`src/rtl/sdram_ctrl_pkg.sv`:
```
// Shared CSR map, CTRL bit positions and boot FSM types for the SDRAM controller APB path.
// Also holds the step-to-transfer table for the boot sequencer.
package sdram_ctrl_pkg;

    typedef enum logic [1:0] {
        SETUP    = 2'd0,
        ACCESS   = 2'd1,
        HANDOVER = 2'd2,
        DONE     = 2'd3
    } boot_state_t;

    localparam logic [31:0] CSR_CTRL = 32'h0;
    localparam logic [31:0] CSR_TIME = 32'h4;
    localparam logic [31:0] CSR_TREF = 32'h8;

    localparam int CTRL_EN        = 31;
    localparam int CTRL_INIT_DONE = 30;

    // Privileged so the CSR block's protection check can never reject a boot access.
    localparam logic [2:0] BOOT_PPROT = 3'b001;

    typedef struct packed {
        logic        write;
        logic [31:0] addr;
        logic [31:0] wdata;
    } boot_xfer_t;

    function automatic boot_xfer_t boot_xfer(input logic [1:0]  step,
                                             input logic [31:0] timing,
                                             input logic [31:0] tref,
                                             input logic [31:0] ctrl);
        boot_xfer_t x;
        x.write = 1'b1;
        x.addr  = CSR_TIME;
        x.wdata = timing;
        case (step)
            2'd1: begin
                x.addr  = CSR_TREF;
                x.wdata = tref;
            end
            2'd2: begin
                x.write = 1'b0;
                x.addr  = CSR_CTRL;
                x.wdata = '0;
            end
            2'd3: begin
                x.addr  = CSR_CTRL;
                x.wdata = ctrl;
            end
            default: ;
        endcase
        return x;
    endfunction

endpackage

```
`src/rtl/sdram_apb_boot_cfg.sv`:
```
// APB boot sequencer/arbiter in front of the SDRAM CSR port: programs TIMING/TREF, polls init_done, enables CTRL.
// Registered m_* during boot, zero-latency pass-through afterwards; upstream is stalled (PREADY=0) until handover.
module sdram_apb_boot_cfg
    import sdram_ctrl_pkg::*;
#(
    parameter bit          BOOT_EN     = 1'b1,
    parameter logic [31:0] BOOT_TIMING = 32'h0,
    parameter logic [15:0] BOOT_TREF   = 16'd128,
    parameter logic [31:0] BOOT_CTRL   = 32'h0,
    parameter int          POLL_MAX    = 4096,
    parameter int          PADDR_SIZE  = 4,
    parameter int          PDATA_SIZE  = 32
) (
    input  logic                    PCLK,
    input  logic                    PRESETn,

    input  logic                    s_PSEL,
    input  logic                    s_PENABLE,
    input  logic                    s_PWRITE,
    input  logic [PADDR_SIZE-1:0]   s_PADDR,
    input  logic [PDATA_SIZE-1:0]   s_PWDATA,
    input  logic [PDATA_SIZE/8-1:0] s_PSTRB,
    input  logic [2:0]              s_PPROT,
    output logic [PDATA_SIZE-1:0]   s_PRDATA,
    output logic                    s_PREADY,
    output logic                    s_PSLVERR,

    output logic                    m_PSEL,
    output logic                    m_PENABLE,
    output logic                    m_PWRITE,
    output logic [PADDR_SIZE-1:0]   m_PADDR,
    output logic [PDATA_SIZE-1:0]   m_PWDATA,
    output logic [PDATA_SIZE/8-1:0] m_PSTRB,
    output logic [2:0]              m_PPROT,
    input  logic [PDATA_SIZE-1:0]   m_PRDATA,
    input  logic                    m_PREADY,
    input  logic                    m_PSLVERR,

    output logic                    boot_done_o,
    output logic                    boot_err_o
);

    localparam int PW = $clog2(POLL_MAX + 1);

    localparam logic [31:0] TREF_WORD = {16'h0, BOOT_TREF};
    localparam logic [31:0] CTRL_WORD = BOOT_CTRL | (32'h1 << CTRL_EN);

    boot_state_t           state_q, state_d;
    logic [1:0]            step_q, step_d;
    logic [PW-1:0]         poll_cnt_q, poll_cnt_d;
    logic                  done_q, done_d;
    logic                  err_q, err_d;

    logic                  m_psel_q, m_penable_q, m_pwrite_q;
    logic [PADDR_SIZE-1:0] m_paddr_q;
    logic [PDATA_SIZE-1:0] m_pwdata_q;
    boot_xfer_t            xfer_d;

    // Boot bus outputs are registered from the next state, so SETUP only
    // advances once m_PSEL has really been presented for a cycle.
    always_ff @(posedge PCLK or negedge PRESETn) begin
        if (!PRESETn) begin
            state_q     <= BOOT_EN ? SETUP : DONE;
            step_q      <= 2'd0;
            poll_cnt_q  <= '0;
            done_q      <= 1'b0;
            err_q       <= 1'b0;
            m_psel_q    <= 1'b0;
            m_penable_q <= 1'b0;
            m_pwrite_q  <= 1'b0;
            m_paddr_q   <= '0;
            m_pwdata_q  <= '0;
        end else begin
            state_q     <= state_d;
            step_q      <= step_d;
            poll_cnt_q  <= poll_cnt_d;
            done_q      <= done_d;
            err_q       <= err_d;
            m_psel_q    <= (state_d == SETUP) || (state_d == ACCESS);
            m_penable_q <= (state_d == ACCESS);
            m_pwrite_q  <= xfer_d.write;
            m_paddr_q   <= PADDR_SIZE'(xfer_d.addr);
            m_pwdata_q  <= PDATA_SIZE'(xfer_d.wdata);
        end
    end

    always_comb begin
        state_d    = state_q;
        step_d     = step_q;
        poll_cnt_d = poll_cnt_q;
        done_d     = done_q;
        err_d      = err_q;
        case (state_q)
            SETUP: begin
                if (m_psel_q) state_d = ACCESS;
            end
            ACCESS: begin
                if (m_PREADY) begin
                    if (m_PSLVERR) begin
                        err_d   = 1'b1;
                        state_d = HANDOVER;
                    end else if (step_q == 2'd2 && !m_PRDATA[CTRL_INIT_DONE]) begin
                        if (poll_cnt_q == PW'(POLL_MAX - 1)) begin
                            err_d   = 1'b1;
                            state_d = HANDOVER;
                        end else begin
                            if (poll_cnt_q < PW'(POLL_MAX)) poll_cnt_d = poll_cnt_q + 1'b1;
                            state_d = SETUP;
                        end
                    end else if (step_q == 2'd3) begin
                        done_d  = 1'b1;
                        state_d = HANDOVER;
                    end else begin
                        step_d  = step_q + 2'd1;
                        state_d = SETUP;
                    end
                end
            end
            HANDOVER: state_d = DONE;
            DONE:     state_d = DONE;
            default:  state_d = state_q;
        endcase
        xfer_d = boot_xfer(step_d, BOOT_TIMING, TREF_WORD, CTRL_WORD);
    end

    // HANDOVER gives any stalled upstream access a fresh setup phase at the CSR block.
    always_comb begin
        m_PSEL    = m_psel_q;
        m_PENABLE = m_penable_q;
        m_PWRITE  = m_pwrite_q;
        m_PADDR   = m_paddr_q;
        m_PWDATA  = m_pwdata_q;
        m_PSTRB   = '1;
        m_PPROT   = BOOT_PPROT;
        s_PRDATA  = '0;
        s_PREADY  = 1'b0;
        s_PSLVERR = 1'b0;
        case (state_q)
            HANDOVER: begin
                m_PSEL    = s_PSEL;
                m_PENABLE = 1'b0;
                m_PWRITE  = s_PWRITE;
                m_PADDR   = s_PADDR;
                m_PWDATA  = s_PWDATA;
                m_PSTRB   = s_PSTRB;
                m_PPROT   = s_PPROT;
            end
            DONE: begin
                m_PSEL    = s_PSEL;
                m_PENABLE = s_PENABLE;
                m_PWRITE  = s_PWRITE;
                m_PADDR   = s_PADDR;
                m_PWDATA  = s_PWDATA;
                m_PSTRB   = s_PSTRB;
                m_PPROT   = s_PPROT;
                s_PRDATA  = m_PRDATA;
                s_PREADY  = m_PREADY;
                s_PSLVERR = m_PSLVERR;
            end
            default: ;
        endcase
    end

    assign boot_done_o = done_q;
    assign boot_err_o  = err_q;

endmodule

```
`config.mk`:
```
export PLATFORM = sky130hd
export DESIGN_NAME = sdram_apb_boot_cfg
export DESIGN_NICKNAME = d
export VERILOG_FILES = /design/src/rtl/sdram_ctrl_pkg.sv /design/src/rtl/sdram_apb_boot_cfg.sv
export SDC_FILE = /design/constraint.sdc
export NUM_CORES = 1
export LEC_CHECK = 0
export CAP_MARGIN = 20
export CORE_ASPECT_RATIO = 0.8
export CORE_UTILIZATION = 31
export CTS_CLUSTER_SIZE = 25
export DETAILED_ROUTE_END_ITERATION = 16
export PLACE_DENSITY = 0.82
export SLEW_MARGIN = 25
export SYNTH_ARGS = -nofsm -noshare
export SYNTH_HDL_FRONTEND = slang
export SYNTH_SLANG_ARGS = --single-unit
```
`constraint.sdc`:
```
create_clock -name PCLK -period 2.2 [get_ports PCLK]
set_input_delay 0.44 -clock PCLK [delete_from_list [all_inputs] [get_ports PCLK]]
set_output_delay 0.44 -clock PCLK [all_outputs]
set_load 0.01 [all_outputs]
```
# Word level (Yosys, flattened, before mapping)
# Cells that the tools add are included.
# op_classes
addsub,2
n_lt_le_gt_ge,1
n_eq_ne,10
n_mux,27
bitwise_logic,3
n_reduce_logical,11
# ops
operator,n
$pmux 36 s3,1
$mux 32,2
$mux 2,11
$add 13x1->13 const B,1
$eq 13x12->1 const B,1
$lt 13x13->1 const B,1
$eq 2x2->1 const B,6
$mux 1,8
$mux 4,2
$eq 2x1->1 const B,3
$pmux 2 s3,1
$reduce_and 6->1,1
$reduce_and 5->1,1
$logic_not 2->1,2
$reduce_and 4->1,1
$reduce_bool 2->1,2
$mux 3,1
$not 1->1,3
$add 2x1->2 const B,1
$pmux 1 s2,1
$reduce_or 2->1,1
$logic_and 1x1->1,1
$logic_not 1->1,1
$logic_or 1x1->1,1
# word_totals
register_bits,58
input_bits,82
wordCells,64

# Longest topological paths before layout
# Gate-level depths: netlist (run 1).
# depth
ltp_word,8
ltp_mapped,5
mapped_depth_nobuf,5

# Worst setup path before layout (run 1)
# OpenSTA, ideal clock, no wires.
# synth_path
path_type,flip-flop to output port
from,register state_q[1]
to,output port m_PENABLE
arrival_ns,1.146
path_slack_ns,0.614
stages_incl_launch_ff,5
n_path_buf,2
cell_sequence,dfrtp_1 clkbuf_1 clkbuf_1 nand3_1 o21ai_0
# synth_via
elab_chain_len,2
elab_cells_between_ends,3
cone_classes,eq/ne: 2; mux: 1
# synth_lines
item,line,source
"start, declared",sdram_apb_boot_cfg.sv:48,"boot_state_t state_q, state_d;"
"start signal, assigned",sdram_apb_boot_cfg.sv:63,state_q <= BOOT_EN ? SETUP : DONE;
"start signal, assigned",sdram_apb_boot_cfg.sv:74,state_q <= state_d;
$eq 2x2->1,sdram_apb_boot_cfg.sv:138,case (state_q)
$pmux 1 s2 *,sdram_apb_boot_cfg.sv:138,
"end, declared",sdram_apb_boot_cfg.sv:29,"output logic m_PENABLE,"
# Mark *: on every way between the ends. The rest lies on a longest branch, timed or not.

# Final worst setup path (run 1)
# layout_path
from,register state_q[1]
to,output port m_PADDR[2]
# layout_via
elab_chain_len,3
elab_cells_between_ends,4
cone_classes,eq/ne: 2; mux: 1; reduce/logical: 1
# layout_lines
item,line,source
$eq 2x2->1,sdram_apb_boot_cfg.sv:138,
$reduce_or 2->1 (no line) *,n/a,
$mux 4 *,sdram_apb_boot_cfg.sv:138,
"end, declared",sdram_apb_boot_cfg.sv:31,"output logic [PADDR_SIZE-1:0] m_PADDR,"
# Marks and branches as above.

==> impl_metrics.csv, run 1 <==
group,metric,value,unit
die,start_util,0.3333,
layout,antenna_cells,0,
worst_setup_path,path_class,"reg2out",
layout,area_growth,102.9,%
timing,tns,0,ns
die,fp.dieW,85.44,um
layout,fin_nets,434,
yosys,ys_warn_count,0,
timing,rsz0062_at_grt,"false",
yosys,ys_async_sr_fraction,1.000,
timing,holdWs,0.4777,ns
worst_setup_path,endpoint_kind,"output pin",
clock_network,cts.hold.buffers_added,0,
worst_setup_path,start_kind,"register",
clock_network,cts_sinks,25,
clock_network,clkTransAtPathRegs,0.09,ns
timing,hold_viol_final,0,
global_routing,overflow,0,
global_routing,met2_usage,0.3550,
timing,tightest_slew,0.3380,ns
clock_network,root_buffer,"clkbuf_8",
yosys,synth.area.top_cells,"dfrtp_1 (36%), and3_1 (14%), and2_1 (13%), xor2_1 (3.6%), clkbuf_1 (3.0%)",
yosys,synth_top_cell_by_area,"dfrtp_1",
timing,relSlewSlack,0.7737,
yosys,synth.yosys.seq_area_share,0.3623,
hold_path,hp-class,"reg2reg",
global_routing,gr-usage-met1,0.2408,
timing,period_minus_slack,2.128,ns
power_and_ir_drop,p_per_area,425.6,nW/um^2
timing,setup_viol,0,
die,fp.coreArea,5180,sq um
power_and_ir_drop,leakagePower,1.554,nW
placement,place.gp.congestion,0.7840,
die,io_pins,164,
timing,fmaxAchievable,470.0,MHz
yosys,synth_edf_count,0,
global_routing,grt_max_degree,33,
clock_network,clock_latency,0.26,ns
global_routing,grt_pass1_vias,1780,
hold_path,min_from,"poll_cnt_q[11]",
global_routing,antenna_found_initial,0,
yosys,synth-seq-cells,25,
power_and_ir_drop,peakVddDrop,0.5898,mV
outcome,status,"finished clean",
worst_setup_path,worstPathRequired,1.76,ns
clock_network,htree_levels,1,
die,row_count,23,
yosys,syn_nets,275,
clock_network,cts_tree,"done",
drt,drt-total-wl,6378,um
drt,vias,1939,
yosys,synth_top_area_frac,0.3623,
drt,vias_per_cell,4.706,
clock_network,cts_buffer_depth,2,
drt,drtIter0Drc,29,
yosys,synth_flop_cell,"dfrtp_1",
drt,wl_per_cell,15.48,um
worst_setup_path,worstPathArrival,1.69,ns
timing,fin_worst_skew,0.001150,ns
die,die_area,5874,sq um
layout,final_common_cell,"clkdlybuf4s50_1",
placement,port_buffers,163,
global_routing,grt-busiest-layer,"met2",
worst_setup_path,critPathLaunch,"state_q[1]",
die,die_h,68.75,um
layout,final_layout_size_suffix_gt1_frac,0.07429,
global_routing,grt_use_total,0.1934,
yosys,synthCells,192,
clock_network,numCtsBuffers,3,
drt,drc_errors,0,
yosys,synth_cell_type_count,38,
global_routing,grt_pass1_wl,8914,um
job,drv_cap,0,
drt,ant_nets,0,
layout,final_cell_mix,"clkdlybuf4s50_1 (160), and3_1 (38), and2_1 (35), dfrtp_1 (23), nand2_1 (10)",
worst_setup_path,path_max_fanout,29,
yosys,synth_area,1727,sq um
drt,firstDrtPassIters,4,
worst_setup_path,reg2reg_from,"state_q[1]",
yosys,avgSynthCellArea,8.993,sq um
timing,period_share,0.9672,
timing,drv_slew,0,
global_routing,use_met3,0.04405,
placement,post-dp-hpwl,5120,um
==> cells by family after synthesis <==
kind of cell | after synthesis | share of synthesized area
buf+inv | 21 | 0.05362
compound gates | 9 | 0.04711
mux | 5 | 0.03261
xor+xnor | 12 | 0.06087
flops | 25 | 0.3623
simple gates | 119 | 0.4362
fa+ha+maj | 1 | 0.007245
==> registers in the layout, summed over array words and instances, names as in the netlist <==
register	flops
m_paddr_q	1
boot_done_o	1
step_q	2
m_pwrite_q	1
poll_cnt_q	13
state_q	2
m_pwdata_q	2
m_psel_q	1
m_penable_q	1
boot_err_o	1
==> final cells by class <==
cell class,instances,area [sq um]
Inverter,3,11.26
Fill cell,419,1677
Clock buffer,3,41.29
Clock inverter,1,5.005
Tap cell,62,77.57
Sequential cell,25,628.1
Timing Repair Buffer,172,1732
Multi-Input combinational cell,146,1008
==> Yosys cell counts, types with 3 or more instances <==
cell,n
and2_1,35
xor2_1,7
nand3_1,6
inv_1,3
nand2b_1,8
xnor2_1,5
mux2_2,4
clkbuf_1,14
nor3_1,5
and4_1,3
dfrtp_1,25
nand2_1,10
and3_1,38
==> power by group <==
| group | internal, mW | switching, mW |
|---|---|---|
| Sequential | 0.528 | 0.0749 |
| Clock | 0.127 | 0.143 |
| Combinational | 0.412 | 0.207 |
| Total | 1.07 | 0.425 |
==> worst max-delay path, stage by stage, from the launching register on <==
cell             delay (ns)
dfrtp_2                0.43
buf_12                 0.17
mux2_2                 0.33
clkdlybuf4s50_1        0.48
==> path summary, 6_finish.rpt <==
kind	end	slack, ns	depth (start not counted)
worst max-delay path	m_PADDR[2]	0.07	3
worst min-delay path	poll_cnt_q[11]	0.48	1
worst max register to register	poll_cnt_q[10]	0.33	7
worst min register to register	poll_cnt_q[11]	0.48	1
max in group asynchronous	state_q[0]	1.41	2
min in group asynchronous	poll_cnt_q[1]	0.53	2
==> through the flow <==
step	setup slack (ns)	util	total power, mW	cell area [sq um]	cells
final	0.07213	0.6763	1.491	3503	412
after CTS	0.01785	0.6744	1.500	3493	412
after floorplan	0.6143	-	0.8425	1727	192
after global placement	-0.005005	0.6643	1.218	3441	407
after detailed placement	-0.004146	0.6643	1.230	3441	407
after global routing	0.004207	0.6763	1.569	3503	412
==> what timing repair did <==
action | CTS | global route
endpoints found under the hold margin | 0 | 0
pin swaps | 0 | 0
setup endpoints to repair | 39 | 4
resized for setup | 1 | 4
setup buffers | 1 | 0
==> per-layer routing <==
metal | up-vias | wire, um | part of all wire
li1 | 975 | - | -
met1 | 893 | 2675 | 0.42
met2 | 65 | 3269 | 0.51
met3 | 6 | 366 | 0.057
met4 | 0 | 65 | 0.010
met5 | - | 0 | 0
Note: power is estimated with default switching activity, not from simulation.
==> run 2: changes to the inputs <==
--- a/config.mk
+++ b/config.mk
@@ -6,11 +6,11 @@
 export NUM_CORES = 1
 export LEC_CHECK = 0
 export CAP_MARGIN = 20
-export CORE_ASPECT_RATIO = 0.8
-export CORE_UTILIZATION = 31
+export CORE_AREA = 2 2 63 65
 export CTS_CLUSTER_SIZE = 25
 export DETAILED_ROUTE_END_ITERATION = 16
-export PLACE_DENSITY = 0.82
+export DIE_AREA = 0 0 65 67
+export DONT_BUFFER_PORTS = 1
 export SLEW_MARGIN = 25
 export SYNTH_ARGS = -nofsm -noshare
 export SYNTH_HDL_FRONTEND = slang
==> impl_metrics.csv, run 2 (synthesis results as in run 1) <==
group,metric,value,unit
drt,wl_per_cell,23.48,um
clock_network,cts_tree,"done",
timing,fmaxAchievable,527.5,MHz
global_routing,overflow,0,
layout,final_layout_size_suffix_gt1_frac,0.1141,
clock_network,cts_resized,0,
clock_network,numCtsBuffers,3,
timing,tightest_slew,0.4270,ns
worst_setup_path,path_cells,"buf_4 -> mux2_2",
worst_setup_path,slowest_stage,"mux2_2",
power_and_ir_drop,peakVddDrop,0.4517,mV
die,row_count,22,
die,die_h,67,um
power_and_ir_drop,power,1.150,mW
hold_path,hp-class,"in2reg",
timing,relSlewSlack,0.7153,
drt,vias,1405,
clock_network,htree_levels,1,
drt,ant_nets,0,
timing,rsz0062_at_grt,"false",
worst_setup_path,path_max_fanout,65,
global_routing,antenna_found_initial,1,
worst_setup_path,path_class,"reg2out",
timing,period_minus_slack,1.896,ns
timing,fin_worst_skew,0.001222,ns
timing,hold_viol_final,0,
timing,drv_slew,0,
worst_setup_path,endpoint_kind,"output pin",
placement,port_buffers,0,
outcome,status,"finished clean",
timing,period_share,0.8617,
placement,placed_cells,226,
worst_setup_path,max_stage_delay,0.42,ns
drt,drtIter0Drc,90,
worst_setup_path,start_kind,"register",
layout,area_growth,5.145,%
layout,largest_reg_flops,13,
layout,fillers,322,
layout,final_cell_mix,"and3_1 (38), and2_1 (35), dfrtp_1 (24), nand2_1 (10), nand2b_1 (8)",
power_and_ir_drop,p_per_area,633.3,nW/um^2
clock_network,post_cts_buffers,0,
die,start_util,0.4788,
worst_setup_path,worstPathArrival,1.46,ns
clock_network,root_buffer,"clkbuf_8",
worst_setup_path,worstPathRequired,1.76,ns
drt,firstDrtPassIters,4,
layout,final_common_cell,"and3_1",
clock_network,cts_sinks,25,
die,fp.coreArea,3606,sq um
layout,fin_nets,268,
clock_network,cts_buffer_depth,2,
drt,drc_errors,0,
global_routing,grt_max_degree,66,
global_routing,grt_use_total,0.2295,
power_and_ir_drop,leakagePower,0.8740,nW
die,io_pins,164,
placement,place.gp.congestion,1.096,
global_routing,grt_pass1_wl,7169,um
timing,setup_viol,0,
job,drv_cap,0,
layout,layout.cells.non_filler,233,
die,die_area,4355,sq um
drt,vias_per_cell,6.030,
global_routing,grt_pass1_vias,1267,
timing,tns,0,ns
drt,drt-total-wl,5471,um
placement,post-dp-hpwl,4531,um
clock_network,clkTransAtPathRegs,0.08,ns
layout,largest-register,"poll_cnt_q",
clock_network,clock_latency,0.26,ns
die,fp.dieW,65,um
==> run 2: cell count changes in the layout (fill, tap and decap cells not counted) <==
cell,change
dfrtp_2,-1
clkdlybuf4s50_1,-160
diode_2,+1
buf_6,-1
dfrtp_1,+1
dlygate4sd3_1,+1
buf_4,-2
buf_12,-1
dlymetal6s2s_1,-2
dlygate4sd2_1,-1
==> run 2: power breakdown <==
group	switching, mW	total [mW]	leakage [nW]	internal, mW
Combinational	0.162	0.275	0.527	0.113
Sequential	0.0805	0.609	0.321	0.528
Clock	0.140	0.266	0.0255	0.126
Total	0.382	1.15	0.874	0.767
==> run 2: final timing paths <==
| kind | start | endpoint | slack [ns] | depth (start not counted) |
|---|---|---|---|---|
| max | state_q[1] | m_PADDR[2] | 0.30 | 2 |
| min | m_PREADY | m_penable_q | 0.42 | 3 |
| max reg2reg | poll_cnt_q[0] | poll_cnt_q[2] | 0.51 | 5 |
| min reg2reg | poll_cnt_q[7] | poll_cnt_q[7] | 0.47 | 1 |
| max in group asynchronous | PRESETn | state_q[1] | 1.45 | 2 |
| min in group asynchronous | PRESETn | boot_err_o | 0.59 | 2 |
==> run 2: critical path, delay by kind of cell, from the launching register on <==
| family | cells | cell delay, ns |
|---|---|---|
| buffers and inverters | 1 | 0.38 |
| flip-flops | 1 | 0.37 |
| multiplexers | 1 | 0.42 |
==> run 2: metal layers <==
metal / wire length, um / track usage / share of wire / vias up
li1: - / - / - / 640
met1: 2316 / 0.3097 / 0.42 / 682
met2: 2482 / 0.3325 / 0.45 / 79
met3: 626 / 0.1081 / 0.11 / 4
met4: 45 / 0.05053 / 0.0082 / 0
met5: 0 / 0 / 0 / -
==> run 2: repair_timing <==
item | in CTS | in global routing
endpoints found under the hold margin | 25 | 0
hold buffers | 2 | 0
endpoints found under the setup margin | 0 | 0
==> run 2: final cells by class <==
type                       instances  area (sq um)  share of cell area
antenna                            1         2.502            0.001378
multi-input combinational        146          1008              0.5555
tap                               48         60.06             0.03308
clock inverter                     1         5.005            0.002757
inverter                           3         11.26            0.006203
sequential                        25         626.9              0.3453
timing repair buffer               6         60.06             0.03308
clock buffer                       3         41.29             0.02274
==> run 2: stage by stage <==
| step | utilization | hold WS [ns] | worst slack, ns | area, sq um |
|---|---|---|---|---|
| 6_report | 0.5035 | 0.4235 | 0.3042 | 1815 |
| 5_1_grt | 0.5028 | 0.4247 | 0.2280 | 1813 |
| 4_1_cts | 0.5028 | 0.4291 | 0.3062 | 1813 |
| 3_5_place_dp | 0.4816 | 0.1449 | 0.5241 | 1737 |
| 3_3_place_gp | 0.4816 | 0.1449 | 0.5833 | 1737 |
| 2_1_floorplan | - | 0.1444 | 0.6143 | 1727 |
==> run 3: changes to the inputs <==
--- a/config.mk
+++ b/config.mk
@@ -7,7 +7,6 @@
 export LEC_CHECK = 0
 export CAP_MARGIN = 20
 export CORE_AREA = 2 2 63 65
-export CTS_CLUSTER_SIZE = 25
 export DETAILED_ROUTE_END_ITERATION = 16
 export DIE_AREA = 0 0 65 67
 export DONT_BUFFER_PORTS = 1
==> results of run 3 <==
Same layout as run 2: the final DEF is identical, and so are final timing and power.
